--- src/rtl/clock_alarm_pkg.sv ---
// Shared definitions for the clock/alarm time-setting logic.
// Holds the time-field widths, calendar constants and the state encoding
// of the time_set_sequencer FSM.
package clock_alarm_pkg;

  localparam int unsigned MINS_PER_HOUR = 60;
  localparam int unsigned HOURS_PER_DAY = 24;
  localparam int unsigned HALF_DAY      = 12;

  localparam int unsigned HOUR_W = 4;
  localparam int unsigned MIN_W  = 6;
  // Width of a 0..23 hour-of-day value.
  localparam int unsigned H24_W  = $clog2(HOURS_PER_DAY);

  typedef enum logic [2:0] {
    S_IDLE      = 3'd0,
    S_MIN_CHK   = 3'd1,
    S_MIN_PULSE = 3'd2,
    S_MIN_WAIT  = 3'd3,
    S_HR_CHK    = 3'd4,
    S_HR_PULSE  = 3'd5,
    S_HR_WAIT   = 3'd6,
    S_FINAL_CHK = 3'd7
  } set_state_e;

endpackage

--- src/rtl/time_set_sequencer.sv ---
// Closed-loop time setter for the clock/alarm counter.
// On a load request it steps the counter forward with single-cycle MINS
// then HOURS pulses, re-reading the counter after each pulse, until the
// counter shows the requested 12-hour time; then it pulses done.
// While idle the 1 Hz tick is passed through to the counter on SECS.
//
// Ports:
//   clk, reset                 clock, synchronous active-high reset
//   load_req                   start request (sampled in IDLE only)
//   tgt_hours/mins/am_pm       requested time (hours 0..11, mins 0..59)
//   abort                      cancel an operation in progress
//   sec_tick                   1 Hz tick from the prescaler
//   HOURS_IN/MINUTES_IN/AM_PM_IN  counter read-back
//   HOURS/MINS                 increment pulses to the counter
//   SECS                       gated seconds tick (combinational)
//   busy/done/err              status: in progress, success, failure
module time_set_sequencer
  import clock_alarm_pkg::*;
#(
  parameter int unsigned TIMEOUT_CYC = 511,
  parameter int unsigned PULSE_GAP   = 2
) (
  input  logic              clk,
  input  logic              reset,
  input  logic              load_req,
  input  logic [HOUR_W-1:0] tgt_hours,
  input  logic [MIN_W-1:0]  tgt_mins,
  input  logic              tgt_am_pm,
  input  logic              abort,
  input  logic              sec_tick,
  input  logic [HOUR_W-1:0] HOURS_IN,
  input  logic [MIN_W-1:0]  MINUTES_IN,
  input  logic              AM_PM_IN,
  output logic              HOURS,
  output logic              MINS,
  output logic              SECS,
  output logic              busy,
  output logic              done,
  output logic              err
);

  localparam int unsigned TO_W  = $clog2(TIMEOUT_CYC + 1);
  localparam int unsigned GAP_W = (PULSE_GAP > 1) ? $clog2(PULSE_GAP) : 1;
  localparam logic [TO_W-1:0]  TO_LAST  = TO_W'(TIMEOUT_CYC - 1);
  localparam logic [GAP_W-1:0] GAP_LAST = GAP_W'(PULSE_GAP - 1);

  set_state_e        r_state;
  logic [HOUR_W-1:0] r_tgt_hours;
  logic [MIN_W-1:0]  r_tgt_mins;
  logic              r_tgt_am_pm;
  logic [TO_W-1:0]   r_to_cnt;
  logic [GAP_W-1:0]  r_gap_cnt;
  logic              r_hours;
  logic              r_mins;
  logic              r_busy;
  logic              r_done;
  logic              r_err;

  set_state_e        w_state_nxt;
  logic              w_done_nxt;
  logic              w_err_nxt;
  logic              w_latch;
  logic              w_tgt_bad;
  logic              w_min_match;
  logic              w_hr_match;
  logic              w_gap_last;
  logic              w_timeout;
  logic [H24_W-1:0]  w_cur24;
  logic [H24_W-1:0]  w_tgt24;

  // Hours are compared on a 0..23 scale so AM/PM is stepped like any hour.
  assign w_cur24 = (AM_PM_IN ? H24_W'(HALF_DAY) : H24_W'(0)) + H24_W'(HOURS_IN);
  assign w_tgt24 = (r_tgt_am_pm ? H24_W'(HALF_DAY) : H24_W'(0)) + H24_W'(r_tgt_hours);

  assign w_tgt_bad   = (tgt_hours > HOUR_W'(HALF_DAY - 1)) ||
                       (tgt_mins > MIN_W'(MINS_PER_HOUR - 1));
  assign w_min_match = (MINUTES_IN == r_tgt_mins);
  assign w_hr_match  = (w_cur24 == w_tgt24);
  assign w_gap_last  = (r_gap_cnt == GAP_LAST);
  assign w_timeout   = (r_to_cnt == TO_LAST);

  // The counter must not see seconds while it is being stepped.
  assign SECS  = sec_tick & ~r_busy & ~reset;
  assign HOURS = r_hours;
  assign MINS  = r_mins;
  assign busy  = r_busy;
  assign done  = r_done;
  assign err   = r_err;

  // State, target, counters and registered outputs.
  always_ff @(posedge clk) begin
    if (reset) begin
      r_state     <= S_IDLE;
      r_tgt_hours <= '0;
      r_tgt_mins  <= '0;
      r_tgt_am_pm <= 1'b0;
      r_to_cnt    <= '0;
      r_gap_cnt   <= '0;
      r_hours     <= 1'b0;
      r_mins      <= 1'b0;
      r_busy      <= 1'b0;
      r_done      <= 1'b0;
      r_err       <= 1'b0;
    end else begin
      r_state <= w_state_nxt;
      if (w_latch) begin
        r_tgt_hours <= tgt_hours;
        r_tgt_mins  <= tgt_mins;
        r_tgt_am_pm <= tgt_am_pm;
      end
      r_to_cnt  <= (r_state == S_IDLE) ? '0 : r_to_cnt + TO_W'(1);
      r_gap_cnt <= (r_state == S_MIN_WAIT || r_state == S_HR_WAIT) ?
                   r_gap_cnt + GAP_W'(1) : '0;
      r_mins  <= (w_state_nxt == S_MIN_PULSE);
      r_hours <= (w_state_nxt == S_HR_PULSE);
      r_busy  <= (w_state_nxt != S_IDLE);
      r_done  <= w_done_nxt;
      r_err   <= w_err_nxt;
    end
  end

  // Next-state and status decode.
  always_comb begin
    w_state_nxt = r_state;
    w_done_nxt  = 1'b0;
    w_err_nxt   = 1'b0;
    w_latch     = 1'b0;

    case (r_state)
      S_IDLE: begin
        if (load_req) begin
          if (w_tgt_bad) begin
            w_err_nxt = 1'b1;
          end else begin
            w_latch     = 1'b1;
            w_state_nxt = S_MIN_CHK;
          end
        end
      end
      S_MIN_CHK:   w_state_nxt = w_min_match ? S_HR_CHK : S_MIN_PULSE;
      S_MIN_PULSE: w_state_nxt = S_MIN_WAIT;
      S_MIN_WAIT:  if (w_gap_last) w_state_nxt = S_MIN_CHK;
      S_HR_CHK:    w_state_nxt = w_hr_match ? S_FINAL_CHK : S_HR_PULSE;
      S_HR_PULSE:  w_state_nxt = S_HR_WAIT;
      S_HR_WAIT:   if (w_gap_last) w_state_nxt = S_HR_CHK;
      S_FINAL_CHK: begin
        // A minute wrap during the hour phase is impossible, but re-run
        // both phases rather than trust that.
        if (w_min_match && w_hr_match) begin
          w_done_nxt  = 1'b1;
          w_state_nxt = S_IDLE;
        end else begin
          w_state_nxt = S_MIN_CHK;
        end
      end
      default: w_state_nxt = S_IDLE;
    endcase

    // Abort silences everything; a success in the last cycle beats timeout.
    if (r_state != S_IDLE) begin
      if (abort) begin
        w_state_nxt = S_IDLE;
        w_done_nxt  = 1'b0;
      end else if (w_timeout && !w_done_nxt) begin
        w_state_nxt = S_IDLE;
        w_err_nxt   = 1'b1;
      end
    end
  end

endmodule

--- config.mk ---
export PLATFORM = sky130hd
export DESIGN_NAME = time_set_sequencer
export DESIGN_NICKNAME = d
export VERILOG_FILES = /design/src/rtl/clock_alarm_pkg.sv /design/src/rtl/time_set_sequencer.sv
export SDC_FILE = /design/constraint.sdc
export NUM_CORES = 1
export LEC_CHECK = 0
export BUFFER_PORTS_ARGS = -buffer_cell sky130_fd_sc_hd__buf_2
export CAP_MARGIN = 10
export CORE_ASPECT_RATIO = 1.75
export CORE_MARGIN = 4
export CORE_UTILIZATION = 35
export DETAILED_ROUTE_END_ITERATION = 8
export PLACE_DENSITY_LB_ADDON = 0.2
export SKIP_CTS_REPAIR_TIMING = 1
export SLEW_MARGIN = 25
export SYNTH_ARGS = -nofsm -noshare
export SYNTH_HDL_FRONTEND = slang
export SYNTH_SLANG_ARGS = --single-unit
--- constraint.sdc ---
create_clock -name clk -period 2.9 [get_ports clk]
set_clock_uncertainty 0.15 [all_clocks]
set_input_delay 0.145 -clock clk [delete_from_list [all_inputs] [get_ports clk]]
set_output_delay 0.145 -clock clk [all_outputs]
set_load 0.05 [all_outputs]
==> results.py <==
metrics = {
    "critical_path": {
        "max_stage_delay_ns": 0.46,
        "crit_arrival_ns": 2.71,
        "slowest_stage": "or4_4",
        "start_kind": "register",
        "r2r_cells": 9,
        "critPathBufInv": 1,
        "cp_top_family": "simple AND/OR/NAND/NOR gates",
        "r2r_slack_ns": 0.25,
        "crit_fanout": 3,
        "path_cells": "ha_1, inv_1, fa_1, xor2_1, nor3_1, and4_4, a41oi_2, or4_4, nor3b_2",
        "timing.rr.end": "MINS",
        "worstPathRequired_ns": 2.96,
        "rr_startpoint": "r_tgt_hours[2]",
        "critPathKind": "register to register",
        "cp-end-kind": "register",
    },
    "detailed_routing": {
        "ant_nets": 0,
        "drcViolationCount": 0,
        "avgViaCountPerCell": 4.84,
        "wirelength_mm": 3.23,
        "wl_per_cell_um": 12.8,
        "drt_iter0_drc": 24,
        "dr.pass1.iters": 4,
        "via_count": 1214,
    },
    "clocking": {
        "clock_path_buffers": 2,
        "clk_latency_ns": 0.28,
        "cts.clk_slew.worst_paths_ns": 0.06,
        "root_buffer": "clkbuf_8",
        "htreeDepth": 2,
        "cts_buffers": 5,
        "cts_tree": "yes",
        "cts.sinks": 29,
    },
    "logic_synthesis": {
        "yosys-top-cells-area": "dfxtp_1 (40%), xor2_1 (8.3%), mux2i_1 (7.5%)",
        "syn_nets": 193,
        "ys_seq_elements": 29,
        "synth_cell_types": 40,
        "seq_area_frac_synth": 0.395,
        "synthCells": 160,
        "synth_warnings": 0,
        "yosys.area.top_type_share": 0.395,
        "syn_area_sq_um": 1470,
        "syn_avg_cell_area_sq_um": 9.18,
        "yosysTopAreaCell": "dfxtp_1",
    },
    "floorplanning": {
        "row_count": 30,
        "die_x_um": 57.0,
        "die_h_um": 93.7,
        "core_area_sq_um": 3980,
        "die-area_sq_um": 5340,
        "initial_core_util": 0.369,
        "pin_count": 33,
    },
    "placed_design": {
        "dp_hpwl_mm": 2.44,
        "port_buffers": 32,
        "gp_congestion": 0.817,
        "place_area_sq_um": 1650,
    },
    "sta": {
        "setup_viol": 0,
        "fin_tns_setup_ns": 0,
        "whs_ns": -0.0290,
        "final_max_slew_viol_count": 0,
        "max-slew-margin-rel": 0.735,
        "finalCritPeriodShare": 0.914,
        "period_needed_ns": 2.65,
        "hold_viol_final": 3,
        "fmax_ghz": 0.377,
        "grt_setup_unrepaired": "false",
        "tightest_slew_ns": 0.396,
    },
    "grt": {
        "grt_max_degree": 19,
        "grt_pass1_wl_mm": 5.55,
        "grtUsageTotal": 0.134,
        "grt_pass1_vias": 1281,
        "antenna_found_initial": 0,
        "grt_overflow": 0,
    },
    "pwr": {
        "p_leak_nw": 0.824,
        "clkPwrFrac": 0.440,
        "pwr-share-seq": 0.434,
        "p_sw_mw": 0.223,
        "power_density_nw_per_um2": 524,
        "share_comb_of_total_power": 0.127,
        "switching_share": 0.229,
        "peakVddDrop_mv": 0.333,
        "internal_power_mw": 0.749,
    },
    "layout": {
        "antenna_cells": 0,
        "final_core_util": 0.467,
        "layout-drive-gt1-share": 0.236,
        "area_growth_pct": 26.4,
        "fillerInstances": 425,
        "final_nets": 235,
        "fin_area_sq_um": 1860,
    },
    "hold_path": {
        "hold_path_class": "input pin to register",
        "min_from": "tgt_mins[2]",
        "min_to": "r_tgt_mins[2]",
        "hold_depth": 3,
    },
    "flow_run": {
        "maxCapViolCount": 0,
    },
    "run_status": {
        "status": "finished with violations",
        "failed_checks": "negative hold slack",
    },
}
-- routing by layer --
layer / part of all wire / GRT usage / vias to the layer above
met5: 0 / 0 / -
met4: 0.022 / 0.0658 / 0
met3: 0.031 / 0.0385 / 6
met2: 0.56 / 0.242 / 18
met1: 0.39 / 0.136 / 566
li1: - / - / 624
-- worst reg2reg max path, cell delays in order, from the launching register on --
cell and delay, ns:
dfxtp_1 0.32, ha_1 0.19, inv_1 0.06, fa_1 0.42, xor2_1 0.17, nor3_1 0.22
and4_4 0.29, a41oi_2 0.13, or4_4 0.46, nor3b_2 0.17
-- kinds of logic after synthesis --
| logic type | synth area share |
|---|---|
| compound gates | 0.0937 |
| buf+inv | 0.0571 |
| xor+xnor | 0.0954 |
| simple gates | 0.222 |
| mux | 0.0750 |
| fa+ha+maj | 0.0613 |
| flops | 0.395 |
-- cell type report --
class,count,area [sq um],share of cell area
Sequential cell,29,581,0.313
Tap cell,48,60.1,0.0323
Inverter,10,37.5,0.0202
Timing Repair Buffer,42,258,0.139
Clock inverter,1,30.0,0.0162
Multi-Input combinational cell,114,805,0.433
Clock buffer,7,86.3,0.0465
-- sequential cells by signal, summed over array words and instances (netlist names) --
signal       flops
HOURS            1
MINS             1
busy             1
done             1
err              1
r_gap_cnt        1
r_state          3
r_tgt_am_pm      1
r_tgt_hours      4
r_tgt_mins       6
r_to_cnt         9
-- synthesized netlist by cell type, drive strengths merged --
master,count
fa,2
and4,2
xor2,14
or3,3
dfxtp,29
ha,4
nor4,2
o211ai,2
and2,1
and4b,1
nand4,3
or2,2
nand2,5
o21a,1
clkbuf,3
buf,4
xnor2,2
a41oi,1
mux2i,11
a21oi,6
nor2,26
nor3b,2
o21ai,5
a21boi,2
a31oi,2
inv,10
nand3,5
nor2b,1
a31o,1
or4,1
nor3,4
a211oi,1
nand2b,1
nand3b,1
-- cells in the final DEF (no fill, tap or decap), types with 3 or more instances in the layout --
master         Yosys  routed
dfxtp_1           29      29
buf_2              1      32
o21ai_0            5       5
nor3_1             4       4
mux2i_1           11      11
nand4_1            3       3
or3_1              3       3
a21oi_1            6       6
nor2_1            26      26
inv_1             10      10
dlygate4sd3_1      0       9
nand3_1            5       5
nand2_1            5       5
xor2_1            14      14
clkbuf_8           0       6
ha_1               4       4
-- through the flow --
stage | power [mW] | worst slack, ns | instances
2_1_floorplan | 0.507 | 0.449 | 160
4_1_cts | 0.976 | 0.247 | 242
3_5_place_dp | 0.545 | 0.264 | 234
6_report | 0.972 | 0.250 | 251
3_3_place_gp | 0.541 | 0.331 | 234
5_1_grt | 1.02 | 0.115 | 251
-- how the worst max path moves through the flow --
stage,from,endpoint,slack (ns),depth (start not counted)
finish,r_tgt_hours[2],MINS,0.25,9
global placement,r_tgt_am_pm,MINS,0.33,9
CTS,r_tgt_hours[2],MINS,0.25,9
detailed placement,r_tgt_am_pm,MINS,0.26,9
floorplan,r_tgt_am_pm,MINS,0.45,9
global route,r_tgt_hours[2],MINS,0.11,9
-- power by group through the flow --
stage / Sequential [mW] / Clock (mW) / Combinational (mW)
detailed placement: 0.430 / 0 / 0.115
global placement: 0.430 / 0 / 0.112
floorplan: 0.431 / 0 / 0.0758
finish: 0.422 / 0.427 / 0.123
global route: 0.423 / 0.460 / 0.138
CTS: 0.422 / 0.439 / 0.116
No activity file was read; power rests on OpenSTA's default activity.
